<file path="src/rtl/gayle_regs_if.sv">
// ---------------------------------------------------------------------------
// gayle_regs_if
// 68030-side bus bundle between the CPU glue and the Gayle register block.
//   as_n     : address strobe, active low             (master -> slave)
//   rw       : 1 = read, 0 = write                     (master -> slave)
//   addr     : CPU address A[23:0]                     (master -> slave)
//   d_in     : write data D[31:24]                     (master -> slave)
//   d_out    : read data D[31:24]                      (slave -> master)
//   d_oe     : read data output enable, active high    (slave -> master)
//   dtack_n  : cycle termination, active low           (slave -> master)
//   access_n : address hits this block, active low     (slave -> master)
// ---------------------------------------------------------------------------
interface gayle_regs_if;
  logic        as_n;
  logic        rw;
  logic [23:0] addr;
  logic [7:0]  d_in;
  logic [7:0]  d_out;
  logic        d_oe;
  logic        dtack_n;
  logic        access_n;

  modport master (
    output as_n, rw, addr, d_in,
    input  d_out, d_oe, dtack_n, access_n
  );

  modport slave (
    input  as_n, rw, addr, d_in,
    output d_out, d_oe, dtack_n, access_n
  );
endinterface

</file>
<file path="src/rtl/gayle_regs.sv">
// ---------------------------------------------------------------------------
// gayle_regs
// Gayle-compatible status / IRQ / INTENA / config / serial-ID registers with
// their own DTACK, plus the drive INTRQ -> INT2 interrupt path.
//   clk_i   : bus clock
//   rst_n_i : asynchronous reset, active low
//   intrq_i : IDE drive interrupt, active high, asynchronous
//   int2_o  : interrupt request to Paula/CPU, active low
//   bus     : CPU bus bundle (gayle_regs_if.slave)
//
// state   | meaning
// --------+------------------------------------------------------------
// IDLE    | no cycle; waiting for AS low on a selected page
// DECODE  | select/RW held; read data loaded and D_OE raised on exit
// WAIT    | ACK_DELAY down-counter running
// ACK     | DTACK low until AS is seen high
// ---------------------------------------------------------------------------
module gayle_regs #(
  parameter logic [7:0]  GAYLE_ID  = 8'hD0,
  parameter int unsigned ACK_DELAY = 1
) (
  input  logic        clk_i,
  input  logic        rst_n_i,
  input  logic        intrq_i,
  output logic        int2_o,
  gayle_regs_if.slave bus
);

  localparam int SEL_STATUS = 0;
  localparam int SEL_IRQ    = 1;
  localparam int SEL_INTENA = 2;
  localparam int SEL_CFG    = 3;
  localparam int SEL_ID     = 4;

  localparam logic [2:0] CNT_LOAD = 3'(ACK_DELAY - 1);

  typedef enum logic [1:0] {ST_IDLE, ST_DECODE, ST_WAIT, ST_ACK} state_t;

  state_t      state_q, state_d;
  logic [2:0]  cnt_q, cnt_d;
  logic [4:0]  sel_q, sel_d;
  logic        rw_q, rw_d;
  logic [7:0]  d_out_q, d_out_d;
  logic        d_oe_q, d_oe_d;
  logic        dtack_n_q, dtack_n_d;
  logic [1:0]  sync_q;
  logic        intrq_prev_q;
  logic        irq_chg_q, irq_chg_d;
  logic        intena_q, intena_d;
  logic [3:0]  cfg_q, cfg_d;
  logic [3:0]  id_idx_q, id_idx_d;
  logic        int2_n_q, int2_n_d;

  logic [11:0] page;
  logic [4:0]  sel_live;
  logic        intrq_s;
  logic        intrq_rise;
  logic        id_bit;
  logic [7:0]  rd_data;
  logic        commit_wr;
  logic        read_done;
  logic        unused_bits;

  // Only the page and D[7:4] carry meaning for this block.
  assign unused_bits = ^{bus.addr[11:0], bus.d_in[3:0]};

  assign page = bus.addr[23:12];

  always_comb begin
    sel_live             = '0;
    sel_live[SEL_STATUS] = (page == 12'hDA8);
    sel_live[SEL_IRQ]    = (page == 12'hDA9);
    sel_live[SEL_INTENA] = (page == 12'hDAA);
    sel_live[SEL_CFG]    = (page == 12'hDAB);
    sel_live[SEL_ID]     = (page == 12'hDE1);
  end

  assign intrq_s    = sync_q[1];
  assign intrq_rise = intrq_s & ~intrq_prev_q;

  // The ID register presents one bit of GAYLE_ID per read, MSB first.
  assign id_bit = (id_idx_q < 4'd8) ? GAYLE_ID[3'd7 - id_idx_q[2:0]] : 1'b0;

  always_comb begin
    rd_data = '0;
    if (sel_q[SEL_STATUS])      rd_data = {intrq_s, 7'b0};
    else if (sel_q[SEL_IRQ])    rd_data = {irq_chg_q, 7'b0};
    else if (sel_q[SEL_INTENA]) rd_data = {intena_q, 7'b0};
    else if (sel_q[SEL_CFG])    rd_data = {cfg_q, 4'b0};
    else if (sel_q[SEL_ID])     rd_data = {id_bit, 7'b0};
  end

  // Bus cycle FSM.
  always_comb begin
    state_d   = state_q;
    cnt_d     = cnt_q;
    sel_d     = sel_q;
    rw_d      = rw_q;
    d_out_d   = d_out_q;
    d_oe_d    = d_oe_q;
    commit_wr = 1'b0;
    read_done = 1'b0;
    case (state_q)
      ST_IDLE: begin
        if (!bus.as_n && (|sel_live)) begin
          state_d = ST_DECODE;
          sel_d   = sel_live;
          rw_d    = bus.rw;
        end
      end
      ST_DECODE: begin
        if (bus.as_n) begin
          state_d = ST_IDLE;
        end else begin
          if (rw_q) begin
            d_out_d = rd_data;
            d_oe_d  = 1'b1;
          end
          if (ACK_DELAY <= 1) begin
            state_d   = ST_ACK;
            commit_wr = ~rw_q;
          end else begin
            state_d = ST_WAIT;
            cnt_d   = CNT_LOAD;
          end
        end
      end
      ST_WAIT: begin
        if (bus.as_n) begin
          state_d = ST_IDLE;
          d_oe_d  = 1'b0;
        end else begin
          cnt_d = cnt_q - 3'd1;
          // Terminal count: this decrement reaches zero.
          if (cnt_q == 3'd1) begin
            state_d   = ST_ACK;
            commit_wr = ~rw_q;
          end
        end
      end
      ST_ACK: begin
        if (bus.as_n) begin
          state_d   = ST_IDLE;
          d_oe_d    = 1'b0;
          read_done = rw_q;
        end
      end
      default: state_d = ST_IDLE;
    endcase
  end

  assign dtack_n_d = (state_d != ST_ACK);

  // Register file updates.
  always_comb begin
    irq_chg_d = irq_chg_q;
    intena_d  = intena_q;
    cfg_d     = cfg_q;
    id_idx_d  = id_idx_q;
    if (commit_wr) begin
      if (sel_q[SEL_IRQ] && !bus.d_in[7]) irq_chg_d = 1'b0;
      if (sel_q[SEL_INTENA])              intena_d  = bus.d_in[7];
      if (sel_q[SEL_CFG])                 cfg_d     = bus.d_in[7:4];
      if (sel_q[SEL_ID])                  id_idx_d  = 4'd0;
    end
    if (read_done && sel_q[SEL_ID] && (id_idx_q != 4'd8)) id_idx_d = id_idx_q + 4'd1;
    // A new drive interrupt edge must never be lost to a concurrent clear.
    if (intrq_rise) irq_chg_d = 1'b1;
    int2_n_d = ~(irq_chg_q & intena_q);
  end

  always_ff @(posedge clk_i or negedge rst_n_i) begin
    if (!rst_n_i) begin
      state_q      <= ST_IDLE;
      cnt_q        <= '0;
      sel_q        <= '0;
      rw_q         <= 1'b1;
      d_out_q      <= '0;
      d_oe_q       <= 1'b0;
      dtack_n_q    <= 1'b1;
      sync_q       <= '0;
      intrq_prev_q <= 1'b0;
      irq_chg_q    <= 1'b0;
      intena_q     <= 1'b0;
      cfg_q        <= '0;
      id_idx_q     <= '0;
      int2_n_q     <= 1'b1;
    end else begin
      state_q      <= state_d;
      cnt_q        <= cnt_d;
      sel_q        <= sel_d;
      rw_q         <= rw_d;
      d_out_q      <= d_out_d;
      d_oe_q       <= d_oe_d;
      dtack_n_q    <= dtack_n_d;
      sync_q       <= {sync_q[0], intrq_i};
      intrq_prev_q <= intrq_s;
      irq_chg_q    <= irq_chg_d;
      intena_q     <= intena_d;
      cfg_q        <= cfg_d;
      id_idx_q     <= id_idx_d;
      int2_n_q     <= int2_n_d;
    end
  end

  assign bus.d_out    = d_out_q;
  assign bus.d_oe     = d_oe_q;
  assign bus.dtack_n  = dtack_n_q;
  assign bus.access_n = ~(|sel_live);
  assign int2_o       = int2_n_q;

endmodule

</file>
<file path="src/flat_wrapper.sv">
// flat-port wrapper written by rule: the top's interface ports become plain ports
module gayle_regs_flat 
#(
  parameter logic [7:0]  GAYLE_ID  = 8'hD0,
  parameter int unsigned ACK_DELAY = 1
)
  (clk_i, rst_n_i, intrq_i, int2_o, bus_as_n, bus_rw, bus_addr, bus_d_in, bus_d_out, bus_d_oe, bus_dtack_n, bus_access_n);
  gayle_regs_if bus_i ();
  input  logic clk_i;
  input  logic rst_n_i;
  input  logic intrq_i;
  output logic int2_o;
  input wire logic [$bits(bus_i.as_n)-1:0] bus_as_n;
  input wire logic [$bits(bus_i.rw)-1:0] bus_rw;
  input wire logic [$bits(bus_i.addr)-1:0] bus_addr;
  input wire logic [$bits(bus_i.d_in)-1:0] bus_d_in;
  output wire logic [$bits(bus_i.d_out)-1:0] bus_d_out;
  output wire logic [$bits(bus_i.d_oe)-1:0] bus_d_oe;
  output wire logic [$bits(bus_i.dtack_n)-1:0] bus_dtack_n;
  output wire logic [$bits(bus_i.access_n)-1:0] bus_access_n;
  assign bus_i.as_n = bus_as_n;
  assign bus_i.rw = bus_rw;
  assign bus_i.addr = bus_addr;
  assign bus_i.d_in = bus_d_in;
  assign bus_d_out = bus_i.d_out;
  assign bus_d_oe = bus_i.d_oe;
  assign bus_dtack_n = bus_i.dtack_n;
  assign bus_access_n = bus_i.access_n;
  gayle_regs #(.GAYLE_ID(GAYLE_ID), .ACK_DELAY(ACK_DELAY)) u_core (.clk_i(clk_i), .rst_n_i(rst_n_i), .intrq_i(intrq_i), .int2_o(int2_o), .bus(bus_i));
endmodule
</file>
<file path="config.mk">
export PLATFORM = sky130hd
export DESIGN_NAME = gayle_regs_flat
export DESIGN_NICKNAME = d
export VERILOG_FILES = /design/src/rtl/gayle_regs_if.sv /design/src/rtl/gayle_regs.sv /design/src/flat_wrapper.sv
export SDC_FILE = /design/constraint.sdc
export NUM_CORES = 1
export LEC_CHECK = 0
export CAP_MARGIN = 40
export CORE_ASPECT_RATIO = 0.8
export CORE_MARGIN = 4
export CORE_UTILIZATION = 35
export DETAILED_ROUTE_END_ITERATION = 8
export GPL_TIMING_DRIVEN = 0
export PLACE_DENSITY = 0.67
export SYNTH_ARGS = -nofsm -noshare
export SYNTH_HDL_FRONTEND = slang
export SYNTH_SLANG_ARGS = --single-unit
</file>
<file path="constraint.sdc">
create_clock -name clk_i -period 2.8 [get_ports clk_i]
set_input_delay 0.28 -clock clk_i [delete_from_list [all_inputs] [get_ports clk_i]]
set_output_delay 0.28 -clock clk_i [all_outputs]
set_load 0.02 [all_outputs]
</file>
Yosys cells after proc, flatten, opt, wreduce, memory -nomap -nowiden
Memory sizes are Yosys's and may differ from the RTL's.
Cells that the tools add are included.
{"block": "op_classes", "bitwise_logic": 7, "magnitude_cmp": 2, "addsub": 3, "eq_ne": 14, "mux": 29, "n_reduce_logical": 22}
{"op": "12-bit == test (second input constant)", "n": 5}
{"op": "8-bit two-way mux", "n": 5}
{"op": "1-bit two-way mux", "n": 13}
{"op": "4-bit two-way mux", "n": 3}
{"op": "2-bit AND reduction", "n": 6}
{"op": "2-bit two-way mux", "n": 5}
{"op": "2-bit nonzero test", "n": 5}
{"op": "2-bit one-hot mux with 4 select lines", "n": 1}
{"op": "1-bit inverter", "n": 5}
{"op": "5-bit OR reduction", "n": 1}
{"op": "4-bit by 1-bit adder with 4-bit output (second input constant)", "n": 1}
{"op": "2-bit == test (second input constant)", "n": 2}
{"op": "1-bit logical AND", "n": 4}
{"op": "3-bit by 4-bit < comparator with 1-bit output (second input constant)", "n": 1}
{"op": "4-bit < comparator (second input constant)", "n": 1}
{"op": "2-bit by 1-bit inequality test with 1-bit output (second input constant)", "n": 2}
{"op": "2-bit inequality test (second input constant)", "n": 2}
{"op": "4-bit inequality test (second input constant)", "n": 1}
{"op": "1-bit one-hot mux with 2 select lines", "n": 2}
{"op": "4-bit AND reduction", "n": 1}
{"op": "3-bit by 1-bit == test with 1-bit output (second input constant)", "n": 1}
{"op": "3-bit AND reduction", "n": 1}
{"op": "3-bit by 1-bit subtractor with 3-bit output (second input constant)", "n": 1}
{"op": "3-bit subtractor (first input constant)", "n": 1}
{"op": "5 further kinds", "n": 7}
{"block": "totals", "out_inout_bits": 12, "mem_count": 1, "inputBits": 37, "rom_bits": 8, "ff_bits": 35}
{"name": "(no name shown)", "words": 8, "word_bits": 1, "rd": 1, "rd_ports_with_merged_regs": 0, "write_ports": 0, "line_no": "gayle_regs.sv:82", "rtl": "assign id_bit = (id_idx_q < 4'd8) ? GAYLE_ID[3'd7 - id_idx_q[2:0]] : 1'b0;"}

Longest topological paths before layout
{"block": "depth", "ltp_word": 9, "ltp_mapped": 7, "mapped_depth_nobuf": 6}

Least setup slack after synthesis
No wires, ideal clock.
{"block": "synth_path", "path_kind": "flip-flop to flip-flop", "from": "register u_core.state_q[0]", "to": "register u_core.cfg_q[0]", "slack_ps": 822, "synth_period_minus_slack_ps": 1978, "stages_incl_launch_ff": 7, "arrival_time_ps": 1852, "cell_sequence": "dfrtp_1 -> inv_1 -> ha_1 -> nand3b_4 -> a2111oi_4 -> and2_4 -> mux2_4"}
{"block": "synth_via", "elab_chain_len": 3}
{"element": "from (decl)", "line_no": "gayle_regs.sv:39", "rtl": "state_t state_q, state_d;"}
{"element": "from (signal assigned)", "line_no": "gayle_regs.sv:189", "rtl": "state_q <= state_d;"}
{"element": "2-bit == test or 2-bit by 1-bit == test with 1-bit output (tied branches)", "line_no": "gayle_regs.sv:103", "rtl": "case (state_q)"}
{"element": "1-bit one-hot mux with 2 select lines *", "line_no": "gayle_regs.sv:103"}
{"element": "2-bit AND reduction (no line) *"}
{"element": "to (signal assigned)", "line_no": "gayle_regs.sv:200", "rtl": "cfg_q <= cfg_d;"}
{"element": "to (decl)", "line_no": "gayle_regs.sv:50", "rtl": "logic [3:0] cfg_q, cfg_d;"}
Every way passes the cells marked *; elsewhere a longest branch is shown, timed or not.
A chain may end at the register's enable or synchronous reset.

Worst setup path in the final report
{"block": "layout_path", "from": "input bus_addr[13]", "to": "output bus_access_n"}
{"block": "layout_via", "elab_chain_len": 3}
{"element": "from (decl)", "line_no": "flat_wrapper.sv:15", "rtl": "input wire logic [$bits(bus_i.addr)-1:0] bus_addr;"}
{"element": "12-bit == test, on equally long branches"}
{"element": "5-bit OR reduction *", "line_no": "gayle_regs.sv:209", "rtl": "assign bus.access_n = ~(|sel_live);"}
{"element": "1-bit inverter *", "line_no": "gayle_regs.sv:209"}
{"element": "to (decl)", "line_no": "flat_wrapper.sv:20", "rtl": "output wire logic [$bits(bus_i.access_n)-1:0] bus_access_n;"}
Marked as above.

==> results.txt <==
- Fraction of post-synthesis cell area in the top cell type by area: 0.433
- In this run the core area contains 21 standard-cell rows.
* Static Leak: 0.930 nW
* Commonest register cell after synthesis: dfrtp_1
* Drt drc: 0
- Vias in the first global route: 1,281
- Number of antenna violations at the first check in global routing: 0
* Worst vdd ir: roughly 0.36 mV
* Post-layout instance count excluding filler cells: 240
- TritonCTS built the clock tree.
- Detailed-routing iteration count for the pre-antenna-repair pass: 4
- Of the cells placed in the final design, the portion with a size suffix greater than 1 is 0.175.
* Count of buffers inserted at the top-level ports: 28
* Yosys cell types: 45
* Drt wl/cell: 13.7 um
- Unrepaired setup endpoints after global routing: no
* Core footprint: 4310 sq um
* Die ar.: between 5000 and 6000 sq um
- Headroom to the max-slew limit came out at 0.525.
- Counting flops with an async set or reset pin after synthesis yields a share of 1.00.
- The first routing iteration left between 70 and 80 violations.
- Post_cts resized: 0
- Power spread over the standard cell area amounts to 633 nW/um^2.
- Count of flip-flops with a built-in enable after synthesis: 0
- Share of the clock period used by the worst path after layout: 0.832
- Across every metal layer, demand over resource in global routing totals 0.125.
- Cell at the root of the clock tree: clkbuf_8
- Yosys printed 0 warnings.
- For the pin with the worst max-slew slack, the measured transition is 0.710 ns.
- Final ANT Viol Nets: 0
- The first global-routing pass estimated 5640 um of wire.
* Post-synthesis sequential element count: 31
- Total number of vias: approximately 1,200
- Post-synthesis area per instance: approximately 11 sq um
- The slowest stage of the critical path is the clkdlybuf4s50_1 cell.
- Walking the worst path, the cells encountered are clkdlybuf4s50_1 > and4bb_2 > o211ai_1 > clkdlybuf4s50_1.
* CP Data Arrival Time: 2.05 ns
- For this design, the CTS-stage hold fixing added 0 buffers.
* Worst Min Path Start: u_core.sync_q[0]
- Pin count of the biggest net entering global routing: 19
* Sink Count: 31
- Initial cell density of the core: 0.375
* Largest clock skew in the final design: 0.00469 ns
- Crit path launch: bus_addr[13]
- Compared with the post-synthesis result, the final layout area differs by 31.4%.
- Routed vias/inst: 4.99
* Launch point of the worst reg-to-reg path: u_core.state_q[0]
- For this run, the post-layout net count is roughly 230.
- Wires add up to 3280 um.
- The worst setup path is launched from an input pin.
- No sink is reached through more buffers than the 2 on the longest clock path.
- Type of destination of the critical path: output port
- Overall die height: 68.8 um
- At the end of routability-driven placement, the weighted congestion stood at 0.779.
- Ant diodes: 0
- Commonest non-fill, non-tap cells in the layout: clkdlybuf4s50_1 (28), dfrtp_1 (28), nand2_1 (13)
- For the finished layout, the period the worst path requires is about 2.3 ns.
- Adding up every negative setup slack in the final design gives 0 ns.
- Cell mode on critical path: clkdlybuf4s50_1
* Status: complete, no violations
- The clock tree synthesis step divided the H-tree into 2 levels.
- Min-delay worst type: flop to flop
- STA puts the critical path data required time at approximately 2.5 ns.
- Cell types occupying the most area after synthesis: dfrtp_1 (43%), ha_1 (7.0%), dfstp_2 (4.9%)
* Placed instance count: 232
- HPWL reported at the end of detailed placement: 2630 um
- The total count of hold-check failures in the final report came to 0.
* Total congestion overflow: 0
* Die X-Extent: 84.0 um
- The total count of max-transition violations in the final report came to 0.
- Clock Pin Slew Worst Setup and Hold Paths: 0.06 ns
- For this run, the top clock speed supported by timing is between 400 and 500 MHz.
- 49 I/O pins were placed.
- Critical path start-end classification: input pin to output port
* Setup Buffers After CTS: 0
* Highest cell delay on the worst timing path: 0.66 ns
- Biggest fanout along the worst timing path: 4
- The completed layout was analyzed and its total power is 1.35 mW.
* Proportion of synthesized chip area in sequential cells: 0.482
- Setup violations remaining at the end of the flow were counted as 0.
* Syn Std Cell Area: 1620 sq um
* Cell accounting for the most synthesized area: dfrtp_1
- Max-capacitance violation count: 0
* Filler cell count in the final layout: 396
* CTS buffer count: 5
- Synthesis produced a netlist whose cell count is 143.
* Latest clock arrival within the worst-skew pair: 0.28 ns
where the power goes:
group,leakage (nW),switching [mW],internal (mW),total (mW)
registers,0.399,0.0414,0.496,0.537
logic,0.470,0.184,0.175,0.359
clock network,0.0612,0.162,0.288,0.449
total,0.930,0.387,0.958,1.35
stage by stage:
| step | setup slack, ns | area [sq um] | util | hold WS, ns |
|---|---|---|---|---|
| finish | 0.469 | 2130 | 0.493 | 0.361 |
| global route | 0.380 | 2130 | 0.493 | 0.373 |
| CTS | 0.463 | 2130 | 0.493 | 0.367 |
| detailed placement | 0.469 | 2010 | 0.466 | 0.353 |
| global placement | 0.464 | 1980 | 0.460 | 0.332 |
| floorplan | 0.822 | 1630 | - | -0.0156 |
metal layers:
| metal | global-route usage | up-vias | wire length, um |
|---|---|---|---|
| li1 | - | 581 | - |
| met1 | 0.143 | 580 | 1470 |
| met2 | 0.219 | 33 | 1570 |
| met3 | 0.0463 | 4 | 214 |
| met4 | 0.0422 | 0 | 29 |
| met5 | 0 | - | 0 |
registers in the layout, summed over array words and instances (netlist names):
signal               flops
u_core.bus.d_oe          1
u_core.intena_q          1
u_core.bus.dtack_n       1
u_core.sel_q             5
u_core.bus.d_out         4
u_core.rw_q              1
u_core.state_q           2
u_core.cnt_q             3
u_core.intrq_prev_q      1
u_core.id_idx_q          4
u_core.irq_chg_q         1
u_core.int2_o            1
u_core.sync_q            2
u_core.cfg_q             4
kinds of logic (layout without fill, tap and decap cells):
group | count (synthesis) | after routing | synth area share
adder cells (fa/ha/maj) | 9 | 9 | 0.0696
flip-flops | 31 | 31 | 0.482
multiplexers | 8 | 8 | 0.0650
other | 1 | 4 | 0.00232
buffers and inverters | 17 | 54 | 0.0495
AO/OA/AOI/OAI | 32 | 32 | 0.155
XOR/XNOR | 4 | 4 | 0.0217
AND/OR/NAND/NOR | 41 | 41 | 0.155
final timing paths:
| path | cells after the start | endpoint | slack, ns |
|---|---|---|---|
| worst max-delay path | 4 | bus_access_n | 0.47 |
| min in group asynchronous | 1 | u_core.intrq_prev_q | 0.43 |
| worst max register to register | 6 | u_core.cfg_q[2] | 0.57 |
| worst min register to register | 0 | u_core.sync_q[1] | 0.36 |
| max in group asynchronous | 2 | u_core.int2_o | 1.76 |
| worst min-delay path | 0 | u_core.sync_q[1] | 0.36 |
synthesized netlist by cell type (2+ instances only):
master     n
dfstp_2    3
o21a_1     2
ha_1       9
and4bb_2   2
o41ai_1    4
a21oi_1    4
mux2_2     4
nor3_1     2
nor2_1     5
nand2_1   13
xnor2_1    4
nand3b_1   2
o21ai_0    6
nor3b_1    2
nand3_1    2
inv_1     11
mux2_4     4
dfrtp_1   28
buf_4      4
nor2b_1    4
a22o_1     4
worst max-delay path, delay by kind of cell:
kind	cells	cell delay, ns
buf+inv	2	1.19
simple gates	1	0.28
compound gates	1	0.29
area by class of cell:
class                   count  area, sq um  share of cell area
clock inverters             2         35.0              0.0165
inverters                  11         41.3              0.0194
well taps                  57         71.3              0.0335
flip-flops and latches     31          779               0.367
repair buffers             29          308               0.145
clock buffers               6         82.6              0.0388
multi-input cells          98          769               0.362
plain buffers               6         38.8              0.0182
No activity file was read; power rests on OpenSTA's default activity.
